**src/rtl/sd_reg_arbiter.sv**
```systemverilog
// sd_reg_arbiter: round-robin arbiter sharing the SD host controller register port
// between the AXI slave bridge (m0) and the DMA/boot sequencer (m1), with bounded locking.
module sd_reg_arbiter #(
    parameter int ADDR_W   = 32,
    parameter int DATA_W   = 32,
    parameter int RD_LAT   = 1,
    parameter int LOCK_MAX = 64
) (
    input  logic              clk_i,
    input  logic              rst_i,
    input  logic              m0_valid,
    input  logic              m0_we,
    input  logic [ADDR_W-1:0] m0_addr,
    input  logic [DATA_W-1:0] m0_wdata,
    input  logic              m0_lock,
    output logic              m0_ready,
    output logic              m0_rsp_valid,
    output logic [DATA_W-1:0] m0_rsp_rdata,
    input  logic              m1_valid,
    input  logic              m1_we,
    input  logic [ADDR_W-1:0] m1_addr,
    input  logic [DATA_W-1:0] m1_wdata,
    input  logic              m1_lock,
    output logic              m1_ready,
    output logic              m1_rsp_valid,
    output logic [DATA_W-1:0] m1_rsp_rdata,
    output logic              sd_we,
    output logic [ADDR_W-1:0] sd_waddr,
    output logic [DATA_W-1:0] sd_wdata,
    output logic              sd_re,
    output logic [ADDR_W-1:0] sd_raddr,
    input  logic [DATA_W-1:0] sd_rdata,
    output logic              busy
);
    localparam int CNT_W = $clog2(LOCK_MAX + 1);

    typedef enum logic [1:0] {IDLE, ACCESS, WAIT, RESP} state_t;

    state_t              state, state_nx;
    logic                owner, owner_held, last;
    logic                we_q;
    logic [ADDR_W-1:0]   addr_q;
    logic [DATA_W-1:0]   wdata_q, rdata_q;
    logic [2:0]          wait_cnt;
    logic [CNT_W-1:0]    lock_cnt;
    logic [1:0]          valid, lock;
    logic                lock_active, grant, win;

    assign valid = {m1_valid, m0_valid};
    assign lock  = {m1_lock, m0_lock};
    // A held lock only binds while the owner keeps its lock input asserted.
    assign lock_active = owner_held && lock[owner];

    always_comb begin
        // NOTE: every always_comb output gets a default first so no latch is inferred.
        grant = 1'b0;
        win   = 1'b0;
        if (state == IDLE && !rst_i) begin
            if (lock_active) begin
                grant = valid[owner];
                win   = owner;
            end else if (&valid) begin
                grant = 1'b1;
                win   = ~last;
            end else if (valid[0]) begin
                grant = 1'b1;
                win   = 1'b0;
            end else if (valid[1]) begin
                grant = 1'b1;
                win   = 1'b1;
            end
        end
    end

    always_comb begin
        state_nx = state;
        case (state)
            IDLE:    if (grant) state_nx = ACCESS;
            ACCESS:  state_nx = we_q ? RESP : WAIT;
            WAIT:    if (wait_cnt == 3'd1) state_nx = RESP;
            RESP:    state_nx = IDLE;
            default: state_nx = IDLE;
        endcase
    end

    // NOTE: sequential state uses <= only; blocking here would race the comb next-state logic.
    always_ff @(posedge clk_i) begin
        if (rst_i) begin
            state      <= IDLE;
            owner      <= 1'b0;
            owner_held <= 1'b0;
            last       <= 1'b1;
            // NOTE: datapath latches are reset too, so controller address/data outputs read 0 after reset.
            we_q       <= 1'b0;
            addr_q     <= '0;
            wdata_q    <= '0;
            rdata_q    <= '0;
            wait_cnt   <= '0;
            lock_cnt   <= '0;
        end else begin
            state <= state_nx;
            case (state)
                IDLE: begin
                    if (grant) begin
                        we_q       <= win ? m1_we : m0_we;
                        addr_q     <= win ? m1_addr : m0_addr;
                        wdata_q    <= win ? m1_wdata : m0_wdata;
                        rdata_q    <= '0;
                        owner      <= win;
                        owner_held <= 1'b0;
                        lock_cnt   <= '0;
                    end else if (owner_held && !lock[owner]) begin
                        owner_held <= 1'b0;
                        lock_cnt   <= '0;
                    end else if (owner_held) begin
                        if (lock_cnt == CNT_W'(LOCK_MAX - 1)) begin
                            owner_held <= 1'b0;
                            lock_cnt   <= '0;
                        end else begin
                            lock_cnt <= lock_cnt + CNT_W'(1);
                        end
                    end
                end
                ACCESS: if (!we_q) wait_cnt <= 3'(RD_LAT);
                WAIT: begin
                    wait_cnt <= wait_cnt - 3'd1;
                    if (wait_cnt == 3'd1) rdata_q <= sd_rdata;
                end
                RESP: begin
                    last       <= owner;
                    owner_held <= lock[owner];
                end
                default: ;
            endcase
        end
    end

    assign m0_ready     = grant && !win;
    assign m1_ready     = grant && win;
    assign sd_we        = (state == ACCESS) && we_q;
    assign sd_re        = (state == ACCESS) && !we_q;
    assign sd_waddr     = addr_q;
    assign sd_raddr     = addr_q;
    assign sd_wdata     = wdata_q;
    assign m0_rsp_valid = (state == RESP) && !owner;
    assign m1_rsp_valid = (state == RESP) && owner;
    assign m0_rsp_rdata = m0_rsp_valid ? rdata_q : '0;
    assign m1_rsp_rdata = m1_rsp_valid ? rdata_q : '0;
    assign busy         = (state != IDLE);

endmodule

```
**config.mk**
```make
export PLATFORM = sky130hd
export DESIGN_NAME = sd_reg_arbiter
export DESIGN_NICKNAME = d
export VERILOG_FILES = /design/src/rtl/sd_reg_arbiter.sv
export SDC_FILE = /design/constraint.sdc
export NUM_CORES = 1
export LEC_CHECK = 0
export ABC_CLOCK_PERIOD_IN_PS = 3400
export BUFFER_PORTS_ARGS = -buffer_cell sky130_fd_sc_hd__buf_2
export CORE_ASPECT_RATIO = 0.6
export CORE_MARGIN = 8
export CORE_UTILIZATION = 47
export DETAILED_ROUTE_END_ITERATION = 16
export GPL_TIMING_DRIVEN = 0
export HOLD_SLACK_MARGIN = 0.06
export PLACE_DENSITY = 0.87
export SETUP_SLACK_MARGIN = 0.1
export SLEW_MARGIN = 15
export SYNTH_ARGS = -nofsm -noshare
export SYNTH_HDL_FRONTEND = slang
export SYNTH_SLANG_ARGS = --single-unit
```
**constraint.sdc**
```tcl
create_clock -name clk_i -period 3.4 [get_ports clk_i]
set_input_delay 0.34 -clock clk_i [delete_from_list [all_inputs] [get_ports clk_i]]
set_output_delay 0.34 -clock clk_i [all_outputs]
set_load 0.05 [all_outputs]
```
==> summary.md, run 1 <==
| Metric | Value |
|---|---|
| Measured slew at the worst slew-check pin | between 600 and 700 ps |
| Global-route met2 utilization | 0.413 |
| Final-layout setup total negative slack | 0 ps |
| Yosys top cell by area | sky130_fd_sc_hd__dfxtp_1 |
| Worst EP arrival | ~2700 ps |
| Mapped Nets | just over 800 |
| Detailed placement HPWL | approximately 16000 µm |
| Number of detailed-routing iterations run before antenna repair | 5 |
| Number of placement rows | 30 |
| Number of endpoints with negative hold slack in the final report | 0 |
| Number of buffers inserted for hold repair after clock tree synthesis | 0 |
| Main area contributors after synthesis | sky130_fd_sc_hd__dfxtp_1 42%, sky130_fd_sc_hd__a211oi_1 9.3%, sky130_fd_sc_hd__a21oi_1 6.6%, sky130_fd_sc_hd__nor2_1 5.8%, sky130_fd_sc_hd__a22o_1 5.2% |
| Wire length of the first global-routing pass | around 31000 µm |
| Sequential fraction of design power | 0.311 |
| Fraction of synthesis flops using an asynchronous set or reset pin | 0 |
| Fraction of power spent switching nets | 0.479 |
| FF+latch count, synth | around 110 |
| Chip height | approximately 99 µm |
| Largest net degree at the start of global routing | 19 |
| # Max-Cap Violations | 0 |
| Area added between synthesis and finish | 40.3% |
| Largest vdd supply drop | 0.364 mV |
| Ports placed on the boundary | 335 |
| TritonCTS clock tree | yes |
| Crit path setup slack, layout | ~340 ps |
| Fin area | between 7000 and 8000 µm² |
| Via count of the first global-routing pass | 5760 |
| Cell with the most instances after synthesis | sky130_fd_sc_hd__dfxtp_1 |
| Final Max Slew Viols | 0 |
| Final Non-Filler Cells | approximately 1100 |
| Peak fanout along the critical path | 10 |
| Switching power total | 2.63 mW |
| Synth cell count leaders | 112 x sky130_fd_sc_hd__dfxtp_1, 82 x sky130_fd_sc_hd__nor2_1, 74 x sky130_fd_sc_hd__nand2_1, 71 x sky130_fd_sc_hd__a21oi_1, 66 x sky130_fd_sc_hd__a211oi_1 |
| Setup Skew | roughly 9.4 ps |
| Die ar. | around 15000 µm² |
| Critical Path Start Type | register |
| Post-detailed-route wirelength per cell | ~18 µm |
| Power share of the clock group | 0.187 |
| Core area | approximately 11000 µm² |
| Final GP Congestion | between 0.8 and 0.9 |
| WP data required | 3060 ps |
| Die boundary width | 154 µm |
| Summed instance area of the synthesized netlist | between 5000 and 6000 µm² |
| Clock-pin slew reported for the worst setup and hold paths after clock tree synthesis | 80 ps |
| Highest Clock Rate | around 0.33 GHz |
| DRC violations left | 0 |
| Via density | just over 5 |
| Clock tree root driver cell | sky130_fd_sc_hd__clkbuf_16 |
| Normalized max-slew margin | 0.545 |
| Port Buf Inserts | between 300 and 400 |
| Met3 usage in global routing | 0.0856 |
| Final total power | about 5.5 mW |
| Detailed Route Iter0 Violations | around 320 |
| Overall Global Routing Usage | 0.253 |
| Instance count of the mapped netlist | ~660 |
| Post-route ant nets | 0 |
| Total grt overflow | 0 |
| Register area share after synthesis | 0.419 |
| Effective utilization at floorplan | 0.478 |
| Critical path class | reg2out |
| Hold Worst Slack | 201 ps |
| Fillers | about 950 |
| Leakage Power | about 4.0 nW |
| Fraction of synthesized cell area taken by the top area cell type | 0.419 |
| Clock Sink Count | 112 |
| Leading register cell type out of synthesis | sky130_fd_sc_hd__dfxtp_1 |
| Via count | 5953 |
| GRT busiest layer | met2 |
| Yosys warning total | 0 |
| Category of the worst setup path capture point | primary output |
| Share of layout cells above drive strength 1 | 0.398 |
| Buffer depth of the longest clock path | 2 |
| Post-synthesis average cell area | ~8 µm² |
| Post-Place Worst Slack | between 400 and 500 ps |
| Number of endpoints failing setup at the final stage | 0 |
| Wire length after detailed routing | just over 20000 µm |
| Path class of the lowest-slack min-delay path | in2reg |
| P per Cell Area | 730 nW/µm² |
| H-Tree Depth | 3 |
| End-of-flow core utilization | 0.671 |
| NumNets Final | 1175 |
| Clock latency at the later pin of the worst-skew pair | around 340 ps |
| Post-synth EDFFs | 0 |
| Initial antenna violation count | 1 |
| Buffer count from post-CTS setup fixing | 0 |
| Internal power consumption | between 2 and 3 mW |
| RSZ-0062 raised after global routing | no |
| Final period util | 0.899 |
| Number of clock buffers inserted by TritonCTS | 9 |
| Placed Instance Area | between 7000 and 8000 µm² |
| Combinational share of power | 0.502 |
| Status | complete, no violations |
| Unique masters post-synth | between 40 and 50 |
| Time the worst path needs with I/O delays and setup | 3060 ps |
| M1 GR Usage | 0.314 |
| Placed cell count | approximately 1100 |
## cell families after synthesis
family          after synthesis  share of synthesized area
compound gates              186                      0.237
mux                           4                    0.00748
buf+inv                      96                     0.0961
simple gates                245                      0.215
flops                       112                      0.419
fa+ha+maj                     8                     0.0187
xor+xnor                      4                    0.00655
## routing by layer
layer / share of wire / wire length, µm
met5: 0 / 0
met3: 0.087 / 1770
met4: 0.022 / 455
met2: 0.47 / 9450
met1: 0.42 / 8550
## worst paths after layout
path	from	end	slack, ps	cells past startpoint
min	sd_rdata[19]	rdata_q[19]	200	2
max reg2reg	owner_held	rdata_q[9]	900	7
max	state[0]	m0_ready	340	8
min reg2reg	last	last	480	1
## power groups by stage
| stage | Clock [mW] | Combinational (mW) | Sequential (mW) |
|---|---|---|---|
| floorplan | 0 | 1.40 | 2.36 |
| global placement | 0 | 2.70 | 1.72 |
| detailed placement | 0 | 2.73 | 1.73 |
| CTS | 1.04 | 2.74 | 1.70 |
| global route | 1.10 | 2.96 | 1.74 |
| finish | 1.02 | 2.75 | 1.71 |
## critical path: stages (launching register included)
cell	delay, ps
sky130_fd_sc_hd__dfxtp_1	330
sky130_fd_sc_hd__inv_1	140
sky130_fd_sc_hd__ha_2	290
sky130_fd_sc_hd__nand2b_4	90
sky130_fd_sc_hd__or4_4	560
sky130_fd_sc_hd__buf_2	220
sky130_fd_sc_hd__clkbuf_1	280
sky130_fd_sc_hd__nor2_1	170
sky130_fd_sc_hd__buf_2	280
## flip-flops by register name (all words and copies together), names as in the netlist
name / count
sd_raddr: 32
last: 1
state: 2
lock_cnt: 7
owner: 1
owner_held: 1
we_q: 1
rdata_q: 32
wait_cnt: 3
sd_wdata: 32
## area by class of cell
cell class	count	area (µm²)	area share
repair buffers	333	1670	0.222
clock inverters	5	38.8	0.00517
inverters	10	37.5	0.00500
well taps	144	180	0.0240
plain buffers	86	477	0.0635
clock buffers	11	253	0.0337
diodes	1	2.50	0.000333
flip-flops and latches	112	2240	0.299
multi-input cells	447	2610	0.348
## what timing repair did
action                                  4_1_cts  5_1_grt
endpoints found under the setup margin        1        2
hold endpoints to repair                      0        0
gates resized for setup                       1        2
## placed cells by master (no fill, tap or decap), types with 7 or more instances in the layout
master and instances:
sky130_fd_sc_hd__buf_2 342, sky130_fd_sc_hd__dfxtp_1 112, sky130_fd_sc_hd__nor2_1 82, sky130_fd_sc_hd__nand2_1 74
sky130_fd_sc_hd__a21oi_1 71, sky130_fd_sc_hd__a211oi_1 66, sky130_fd_sc_hd__clkbuf_1 37, sky130_fd_sc_hd__and2_1 35
sky130_fd_sc_hd__and3_1 33, sky130_fd_sc_hd__a22o_1 32, sky130_fd_sc_hd__buf_4 32, sky130_fd_sc_hd__inv_1 10
sky130_fd_sc_hd__clkbuf_16 9, sky130_fd_sc_hd__ha_1 7
No activity file was read; power rests on OpenSTA's default activity.
==> run 2, diff against run 1 <==
- CORE_AREA: unset -> 2 2 131 133
- CORE_ASPECT_RATIO: 0.6 -> unset
- CORE_MARGIN: 8 -> unset
- CORE_UTILIZATION: 47 -> unset
- CTS_CLUSTER_SIZE: unset -> 14
- DIE_AREA: unset -> 0 0 133 135
- PLACE_DENSITY: 0.87 -> unset
- SLEW_MARGIN: 15 -> 20
==> summary.md, run 2 (same netlist as run 1, synthesis figures left out) <==
| Metric | Value |
|---|---|
| Status | complete, no violations |
| Die ar. | roughly 18000 µm² |
| End point of the critical path | m0_ready |
| Largest net degree at the start of global routing | 20 |
| Time the worst path needs with I/O delays and setup | a little over 3000 ps |
| Via density | 4.76 |
| Initial antenna violation count | 0 |
| Post-Place Worst Slack | about 340 ps |
| Crit path setup slack, layout | about 290 ps |
| H-Tree Depth | 3 |
| Post-detailed-route wirelength per cell | between 15 and 20 µm |
| Critical path class | reg2out |
| Highest Clock Rate | between 0.3 and 0.4 GHz |
| # Max-Cap Violations | 0 |
| Final Non-Filler Cells | roughly 1200 |
| Peak fanout along the critical path | 10 |
| Antenna diode count | 0 |
| Worst Min Path Start | sd_rdata[30] |
| Wire length after detailed routing | about 19000 µm |
| Buffer count from post-CTS setup fixing | 0 |
| Clock latency at the later pin of the worst-skew pair | 350 ps |
| Number of cells on the worst reg-to-reg path | 9 |
| P per Cell Area | around 730 nW/µm² |
| Placed cell count | approximately 1200 |
| Worst EP arrival | 2770 ps |
| Number of placement rows | 47 |
| Chip height | ~140 µm |
| Buffer depth of the longest clock path | 2 |
| Setup Skew | just over 6 ps |
| Critical register-to-register path startpoint | state[0] |
| Clock-pin slew reported for the worst setup and hold paths after clock tree synthesis | ~80 ps |
| Leakage Power | 4.05 nW |
| Total grt overflow | 0 |
| Port Buf Inserts | 333 |
| Overall Global Routing Usage | 0.206 |
| Via count | about 5800 |
| TritonCTS clock tree | yes |
| Hold Worst Slack | between 150 and 200 ps |
| Core area | between 15000 and 20000 µm² |
| Multi-input combinational cell area | about 2600 µm² |
| NumNets Final | ~1200 |
| Clock Sink Count | 112 |
| Via count of the first global-routing pass | between 5000 and 6000 |
| Path class of the lowest-slack min-delay path | in2reg |
| Crit path launch | state[0] |
| RSZ-0062 raised after global routing | no |
| CP peak stage delay | approximately 560 ps |
| Number of endpoints with negative hold slack in the final report | 0 |
| Post-route ant nets | 0 |
| Worst reg-to-reg setup slack | between 700 and 800 ps |
| Detailed placement HPWL | between 10000 and 15000 µm |
| Worst path slowest cell | sky130_fd_sc_hd__or4_4 |
| Number of buffers inserted for hold repair after clock tree synthesis | 0 |
| Measured slew at the worst slew-check pin | approximately 720 ps |
| Share of layout cells above drive strength 1 | 0.397 |
| Cell depth of the worst hold path | 2 |
| Category of the worst setup path capture point | primary output |
| Area occupied by registers | 2240 µm² |
| WP data required | between 3000 and 4000 ps |
| Fillers | about 1700 |
| Critical Path Start Type | register |
| Area added between synthesis and finish | 42.3% |
| Cells along the critical path | inv_1 -> ha_1 -> nand2b_4 -> or4_4 -> buf_2 -> clkbuf_1 -> nor2_1 -> buf_2 |
| Wire length of the first global-routing pass | ~30000 µm |
| Die boundary width | about 130 µm |
| Most common library cell in the layout ignoring fill and taps | sky130_fd_sc_hd__buf_2 |
| Final Max Slew Viols | 0 |
| Number of endpoints failing setup at the final stage | 0 |
| Final-layout setup total negative slack | 0 ps |
| Ports placed on the boundary | ~340 |
| Number of clock buffers inserted by TritonCTS | 9 |
| Final GP Congestion | between 0.8 and 0.9 |
| Largest vdd supply drop | between 0.3 and 0.4 mV |
| Final period util | 0.913 |
| Placed Instance Area | around 7300 µm² |
| Fin area | approximately 7600 µm² |
| Detailed Route Iter0 Violations | between 200 and 250 |
| Number of detailed-routing iterations run before antenna repair | 4 |
| Most common cell on crit path | sky130_fd_sc_hd__buf_2 |
| Leading cell types in the layout, fill and taps excluded | 342 x sky130_fd_sc_hd__buf_2, 112 x sky130_fd_sc_hd__dfxtp_1, 82 x sky130_fd_sc_hd__nor2_1 |
| Normalized max-slew margin | 0.520 |
| Effective utilization at floorplan | 0.326 |
| DRC violations left | 0 |
| Clock tree root driver cell | sky130_fd_sc_hd__clkbuf_16 |
| Reg-to-reg endpoint | sd_raddr[13] |
[run 2: worst min path at each step]
stage / endpoint / slack [ps]
5_1_grt: rdata_q[30] / 170
3_5_place_dp: last / 450
2_1_floorplan: last / 430
4_1_cts: rdata_q[30] / 170
3_3_place_gp: last / 450
6_report: rdata_q[30] / 190
[run 2: layer usage]
layer | routed length [µm] | part of all wire | track usage | vias up
met5 | 0 | 0 | 0 | -
met2 | 8990 | 0.47 | 0.335 | 215
met4 | 405 | 0.021 | 0.0765 | 0
met1 | 8230 | 0.43 | 0.265 | 2650
li1 | - | - | - | 2931
met3 | 1360 | 0.072 | 0.0503 | 27
[run 2: power breakdown]
part           switching (mW)  internal (mW)  leakage, nW  total [mW]
Sequential              0.165           1.55        0.916        1.71
Combinational            1.94          0.757         2.99        2.70
Clock                   0.527          0.582        0.148        1.11
Total                    2.64           2.89         4.05        5.52
[run 2: worst max-delay path, delay by kind of cell (launching register included)]
| kind | cells | cell delay [ps] |
|---|---|---|
| DFF | 1 | 340 |
| and+or+nand+nor | 3 | 800 |
| adders and majority gates | 1 | 350 |
| buffers and inverters | 4 | 920 |
[run 2: cell type report]
class                   instances  area share
well taps                     220      0.0362
plain buffers                  86      0.0626
repair buffers                333       0.219
inverters                      10     0.00493
clock inverters                 7      0.0105
multi-input cells             447       0.343
clock buffers                   9      0.0296
flip-flops and latches        112       0.295
[run 2: metrics by stage]
| step | power, mW | util |
|---|---|---|
| after global routing | 5.86 | 0.464 |
| after CTS | 5.57 | 0.463 |
| after floorplan | 3.76 | - |
| final | 5.52 | 0.464 |
| after detailed placement | 4.44 | 0.444 |
| after global placement | 4.44 | 0.444 |
[run 2: timing repair]
action / in CTS / in global routing
hold endpoints to repair: 0 / 0
resized for setup: 1 / 1
endpoints found under the setup margin: 1 / 1
